--- config.mk ---
export PLATFORM = sky130hd
export DESIGN_NAME = iob_native_arb
export DESIGN_NICKNAME = d
export VERILOG_FILES = /design/src/rtl/iob_native_arb.sv
export SDC_FILE = /design/constraint.sdc
export NUM_CORES = 1
export LEC_CHECK = 0
export ABC_AREA = 1
export CORE_AREA = 8 8 115 117
export DETAILED_ROUTE_END_ITERATION = 12
export DIE_AREA = 0 0 123 125
export RECOVER_POWER = 25
export SYNTH_ARGS = -nofsm -noshare
export SYNTH_HDL_FRONTEND = slang
export SYNTH_SLANG_ARGS = --single-unit
export TNS_END_PERCENT = 50
--- constraint.sdc ---
create_clock -name clk -period 1.7 [get_ports clk]
set_clock_uncertainty 0.1 [all_clocks]
set_input_delay 0.425 -clock clk [delete_from_list [all_inputs] [get_ports clk]]
set_output_delay 0.425 -clock clk [all_outputs]
set_load 0.005 [all_outputs]
--- src/rtl/iob_native_arb.sv ---
// Round-robin arbiter sharing one native valid/ready master port among N_MASTERS requesters.
// Optional BUSY watchdog enabled by defining IOB_ARB_TIMEOUT_EN.
module iob_native_arb #(
    parameter int N_MASTERS = 2,
    parameter int ADDR_W    = 32,
    parameter int DATA_W    = 32,
    parameter int TIMEOUT   = 255
) (
    input  logic                            clk,
    input  logic                            rst,
    input  logic [N_MASTERS-1:0]            s_valid,
    input  logic [N_MASTERS*ADDR_W-1:0]     s_addr,
    input  logic [N_MASTERS*DATA_W-1:0]     s_wdata,
    input  logic [N_MASTERS*DATA_W/8-1:0]   s_wstrb,
    output logic [N_MASTERS*DATA_W-1:0]     s_rdata,
    output logic [N_MASTERS-1:0]            s_ready,
    output logic                            m_valid,
    output logic [ADDR_W-1:0]               m_addr,
    output logic [DATA_W-1:0]               m_wdata,
    output logic [DATA_W/8-1:0]             m_wstrb,
    input  logic [DATA_W-1:0]               m_rdata,
    input  logic                            m_ready,
    output logic [N_MASTERS-1:0]            grant,
    output logic                            timeout
);

    localparam int STRB_W = DATA_W / 8;
    localparam int IDX_W  = $clog2(N_MASTERS);

    typedef enum logic {
        IDLE = 1'b0,
        BUSY = 1'b1
    } state_t;

    state_t           state;
    logic [IDX_W-1:0] last;
    logic [IDX_W-1:0] owner;
    logic [IDX_W-1:0] winner;
    logic             any_req;
    logic             timeout_hit;
    logic             finish;
    logic             complete;

    // Search starts one past the last owner, so a continuous requester yields to any waiter.
    always_comb begin
        // NOTE: every always_comb output gets a default first so no path can infer a latch.
        winner  = last;
        any_req = 1'b0;
        for (int off = 1; off <= N_MASTERS; off++) begin
            logic [IDX_W:0]   sum;
            logic [IDX_W-1:0] idx;
            sum = {1'b0, last} + (IDX_W+1)'(off);
            if (sum >= (IDX_W+1)'(N_MASTERS))
                sum = sum - (IDX_W+1)'(N_MASTERS);
            idx = sum[IDX_W-1:0];
            if (!any_req && s_valid[idx]) begin
                any_req = 1'b1;
                winner  = idx;
            end
        end
    end

`ifdef IOB_ARB_TIMEOUT_EN
    logic [15:0] tmo_cnt;

    assign timeout_hit = (state == BUSY) && !m_ready && (tmo_cnt == 16'(TIMEOUT));

    always_ff @(posedge clk) begin
        if (rst)
            tmo_cnt <= '0;
        else if (state == IDLE)
            tmo_cnt <= '0;
        else if (!m_ready && !timeout_hit)
            tmo_cnt <= tmo_cnt + 16'd1;
    end
`else
    assign timeout_hit = 1'b0;
`endif

    assign finish   = m_ready || timeout_hit;
    // Gated by rst so an aborted transaction never reports completion.
    assign complete = (state == BUSY) && finish && !rst;
    assign timeout  = timeout_hit && !rst;

    always_ff @(posedge clk) begin
        // NOTE: sequential state uses non-blocking assignments so all registers update together.
        if (rst) begin
            state   <= IDLE;
            grant   <= '0;
            owner   <= '0;
            last    <= IDX_W'(N_MASTERS - 1);
            m_valid <= 1'b0;
        end else begin
            case (state)
                IDLE: begin
                    if (any_req) begin
                        grant   <= N_MASTERS'(1) << winner;
                        owner   <= winner;
                        m_valid <= 1'b1;
                        state   <= BUSY;
                    end
                end
                BUSY: begin
                    if (finish) begin
                        last    <= owner;
                        grant   <= '0;
                        m_valid <= 1'b0;
                        state   <= IDLE;
                    end
                end
                default: state <= IDLE;
            endcase
        end
    end

    // Grant is one-hot or zero, so an AND-OR mux yields zero fields while idle.
    always_comb begin
        m_addr  = '0;
        m_wdata = '0;
        m_wstrb = '0;
        for (int i = 0; i < N_MASTERS; i++) begin
            if (grant[i]) begin
                m_addr  = m_addr  | s_addr [i*ADDR_W +: ADDR_W];
                m_wdata = m_wdata | s_wdata[i*DATA_W +: DATA_W];
                m_wstrb = m_wstrb | s_wstrb[i*STRB_W +: STRB_W];
            end
        end
    end

    always_comb begin
        s_ready = '0;
        s_rdata = '0;
        for (int i = 0; i < N_MASTERS; i++) begin
            if (complete && grant[i]) begin
                s_ready[i]                  = 1'b1;
                s_rdata[i*DATA_W +: DATA_W] = m_ready ? m_rdata : {DATA_W{1'b1}};
            end
        end
    end

endmodule
## Yosys cells after proc, flatten, opt, wreduce, memory -nomap -nowiden

Index checks and enable logic that the tools add are counted.
W data, S select, Z words.

| storage, ports and cells | value |
|---|---|
| logic and storage cells | 60 |
| input port bits | 173 |
| register bits | 6 |
| output and inout bits | 138 |

| cells by class | value |
|---|---|
| bitwise operators | 4 |
| mux-type cells | 30 |
| shift operators | 1 |
| reduce and logical (&&, ||, !) cells | 10 |
| add/subtract/negate cells | 4 |
| eq/ne operators | 2 |
| order comparisons | 4 |

Operators with widths:

| cell | count |
|---|---|
| $mux W32 | 7 |
| $or A32 B32 Y32 | 2 |
| $mux W1 | 16 |
| $mux W4 | 2 |
| $reduce_and A2 Y1 | 3 |
| $logic_and A1 B1 Y1 | 5 |
| $ge A2 B2 Y1 const B | 2 |
| $lt A1 B2 Y1 const B | 2 |
| $mux W2 | 2 |
| $ne A2 B2 Y1 const B | 2 |
| $or A4 B4 Y4 | 1 |
| $pmux W1 S2 | 2 |
| $pmux W2 S2 | 1 |
| $add A1 B1 Y2 const B | 1 |
| $add A1 B2 Y2 const B | 1 |
| $logic_not A1 Y1 | 2 |
| $shl A1 B1 Y2 const A | 1 |
| $sub A1 B1 Y1 const B | 2 |
| $not A1 Y1 | 1 |

## Logic depth before layout (Yosys ltp)

| logic depth | value |
|---|---|
| word-level depth | 12 |
| gate-level depth with buffers | 6 |

## Worst setup path after synthesis

Ideal clock, no wire load.

| timing | value |
|---|---|
| kind | input-to-output |
| start | in m_ready |
| end | out s_rdata[54] |
| arrival | 0.927 ns |
| data required time | 1.175 ns |
| cell stages on the path | 5 |
| buffers on the path | 1 |
| path slack | 0.248 ns |
| cells stage by stage | nand2_2 clkinv_2 nand3_4 buf_6 a21oi_2 |

| on the way | value |
|---|---|
| cells in the longest elaborated chain, start to end | 4 |
| elaborated cells between the ends (all ways) | 5 |
| classes of those cells | 2 x mux; 3 x reduce/logical |

RTL lines:

| element | RTL line | RTL |
|---|---|---|
| from (decl) | 22 | `input logic m_ready,` |
| $logic_and A1 B1 Y1 (2 in a row) | 82 | `assign complete = (state == BUSY) && finish && !rst;` |
| $logic_and A1 B1 Y1 | 134 | `if (complete && grant[i]) begin` |
| $mux W32 * | 134 |  |
| to (decl) | 15 | `output logic [N_MASTERS*DATA_W-1:0] s_rdata,` |

Mark *: on every way between the ends. The rest lies on a longest branch, timed or not.

## Worst setup path after layout

| timing | value |
|---|---|
| start | reg state |
| end | out s_rdata[19] |

| on the way | value |
|---|---|
| cells in the longest elaborated chain, start to end | 4 |

RTL lines:

| element | RTL line | RTL |
|---|---|---|
| from (decl) | 35 | `state_t state;` |
| from (signal assigned) | 88 | `state <= IDLE;` |
| from (signal assigned) | 100 | `state <= BUSY;` |
| from (signal assigned) | 108 | `state <= IDLE;` |
| $logic_and A1 B1 Y1 (2 in a row) | 82 |  |
| $logic_and A1 B1 Y1 | 134 |  |
| $mux W32 | 134 |  |

No other way between the ends.

==> flow_summary.toml <==
[run_status]
status = "finished with violations"
violations = "setup timing"

[critical_path]
r2r_endpoint = "grant[0]$_SDFFE_PP0P_"
critical_path.startpoint = "state$_SDFF_PP0_"
number_of_buffers_and_inverters_on_the_critical_path = 5
cp.arrival_ps = 1420
worstPathRequired_ps = 1170
crit_path_end_kind = "primary output"
timing_worst_setup_path_type = "reg -> out"
cp-start-kind = "flop"
r2r_cells = 7
setup.reg_to_reg.worst_slack_ps = 530
timing.rr.start = "grant[0]$_SDFFE_PP0P_"
crit_family = "buffers and inverters"
critical-path-max-stage-delay_ps = 340
crit_path_max_fanout = 5
worstPathCellList = "nand2_4 -> clkinv_4 -> nand3_4 -> buf_4 -> buf_6 -> buf_16 -> a21oi_2 -> buf_2"
critPathSlowestCell = "sky130_fd_sc_hd__dfxtp_2"

[die]
core_outline_area_um2 = 11600
fp.dieH_um = 125
initial_utilization_pct = 15.1
die_outline_width_um = 123
num_rows = 40
floorplan.die_area_um2 = 15400
ioPinCount = 311

[clock_tree]
cell_chosen_for_the_clock_root = "sky130_fd_sc_hd__clkbuf_16"
clkSlewWorstSetupHoldPaths_ps = 30
htreeDepth = 1
numCtsBuffers = 3
cts.sinks = 6
cts_tree = "yes"
cts-hold-fix-buffers = 0
ctsLongestPathBuffers = 2
clkLatencyLatePin_ps = 230

[power]
pwr_density_cell_nw_per_um2 = 339
combPwrFrac_pct = 70.1
peakVddDrop_mv = 0.270
share_clk_of_total_power_pct = 20.9
pwr-share-seq_pct = 9.0
cellLeakagePower_uw = 0.00269
total_switching_power_uw = 561
net_switching_share_of_the_total_power_pct = 30.6
cell_internal_pwr_uw = 1270

[cells_and_area]
post-route-util_pct = 46.6
share_of_post_route_cells_with_drive_strength_above_1_pct = 50.6
nets = 768
n_antenna_cell = 0
mostFrequentLayoutCells = "168 x sky130_fd_sc_hd__clkdlybuf4s50_1, 122 x sky130_fd_sc_hd__buf_2, 67 x sky130_fd_sc_hd__a22o_1, 63 x sky130_fd_sc_hd__a21oi_2, 43 x sky130_fd_sc_hd__buf_6"
nFillCells = 1145
finalNonFillerCells = 740
final_instance_area_um2 = 5410
layout.cells.most_common = "sky130_fd_sc_hd__clkdlybuf4s50_1"
area_growth_syn_to_layout_pct = 208

[place]
gpl.final_weighted_congestion = 0.856
post-place-ws_ps = -859
placement.io_buffers = 309
place_hpwl_mm = 11.8
placed_area_um2 = 5200
placed_cells = 689

[timing]
finalWorstSetupSlack_ps = -245
finalMaxSlewViolations = 0
endpoints_failing_hold = 0
achievable-frequency_mhz = 514
setup-violations-final = 131
period_minus_slack_ps = 1950
finalCritPeriodShare_pct = 114
setup_total_negative_slack_ps = -13740
unrepaired_setup_endpoints_after_global_routing = "true"

[global_route]
grt_max_degree = 28
global_route.usage.met2_pct = 34.9
busiest_layer = "met2"
first_global_vias = 3568
globalRouteOverflowTotal = 0
first_pass_grt_wire_length_mm = 21.4
overall_fraction_of_global_route_tracks_in_use_pct = 17.8
grt_util_met1_pct = 17.9
use_met3_pct = 5.90
antenna_found_initial = 0

[detailed_routing]
count_of_antenna_violating_nets_left_after_detailed_routing = 0
detailedRoute.firstPassIterationCount = 6
routed-via-count = 3271
drc_errors = 0
drtIter0Drc = 80
routed_wirelength_mm = 14.6
vias_per_cell = 4.42
avgRoutedWirePerCell_um = 19.8

[worst_hold_path]
worstHoldPathCells = 2
hold-path-endpoint = "grant[0]$_SDFFE_PP0P_"
min_from = "rst"
worst_hold_path_type = "in -> reg"

[logic_synthesis]
mappedNetlistNets = 406
post_synth.cell_area_avg_um2 = 7.53
ys_ff_latch = 6
synth_area_leaders = "sky130_fd_sc_hd__a22o_1 34%, sky130_fd_sc_hd__a21oi_2 29%, sky130_fd_sc_hd__inv_1 7.7%"
yosysWarnings = 0
synth_top_area_cell = "sky130_fd_sc_hd__a22o_1"
netlist_area_um2 = 1750
netlist-cell-type-count = 18
post_synth_inst_count = 233
yosysTopAreaCellShare_pct = 34.0
synth_sequential_area_ratio_pct = 6.85

[flow_run]
drv.max_cap_violation_count = 0
==> synthesized netlist by cell type (all sizes together) <==
master	instances
nand2	7
a21oi	66
a31oi	1
buf	30
inv	41
nand3	3
dfxtp	6
conb	1
o21ai	2
clkinv	1
a22o	68
nor2	7
==> timing repair <==
action / 4_1_cts / 5_1_grt
setup endpoints to repair: 136 / 136
pin swaps: 5 / 5
setup buffers: 39 / 4
resized for setup: 589 / 39
cloned: 10 / 1
==> cells by family after synthesis <==
| group | synth area share [%] |
|---|---|
| other cells | 0.214 |
| flops | 6.85 |
| compound gates | 66.1 |
| buf+inv | 21.4 |
| simple gates | 5.42 |
==> area by class of cell <==
class	instances	area (um2)	share of cell area [%]
timing repair buffer	387	3540	65.6
multi-input combinational	155	1300	24.1
inverter	42	170	3.15
tap	147	184	3.40
sequential	6	129	2.38
clock buffer	3	75.1	1.39
==> per-stage QoR <==
step / total power [uW] / hold WS [ps]
after floorplan: 539 / 330
after global placement: 1450 / 346
after detailed placement: 1450 / 358
after CTS: 1860 / 281
after global routing: 1940 / 260
final: 1830 / 250
==> worst max path at each step <==
| stage | slack (ps) | cells after the start | to |
|---|---|---|---|
| 5_1_grt | -330 | 8 | s_rdata[20] |
| 3_3_place_gp | -800 | 6 | s_rdata[42] |
| 6_report | -250 | 8 | s_rdata[19] |
| 3_5_place_dp | -860 | 6 | s_rdata[37] |
| 4_1_cts | -310 | 7 | s_rdata[40] |
| 2_1_floorplan | 250 | 5 | s_rdata[54] |
==> power groups by stage <==
| stage | Sequential [uW] | Clock [uW] | Combinational (uW) |
|---|---|---|---|
| floorplan | 163 | 0 | 376 |
| global placement | 167 | 0 | 1280 |
| detailed placement | 168 | 0 | 1280 |
| CTS | 166 | 394 | 1300 |
| global route | 167 | 400 | 1380 |
| finish | 165 | 383 | 1290 |
==> per-layer routing <==
metal,up-vias,share of wire [%]
met1,1501,35
li1,1570,-
met2,189,54
met5,-,0
met3,11,9.9
met4,0,1.1
==> flip-flops by register name, indices dropped and copies added (netlist names) <==
register and flops:
grant 2, last 1, m_valid 1, owner 1
state 1
Note: power is estimated with default switching activity, not from simulation.
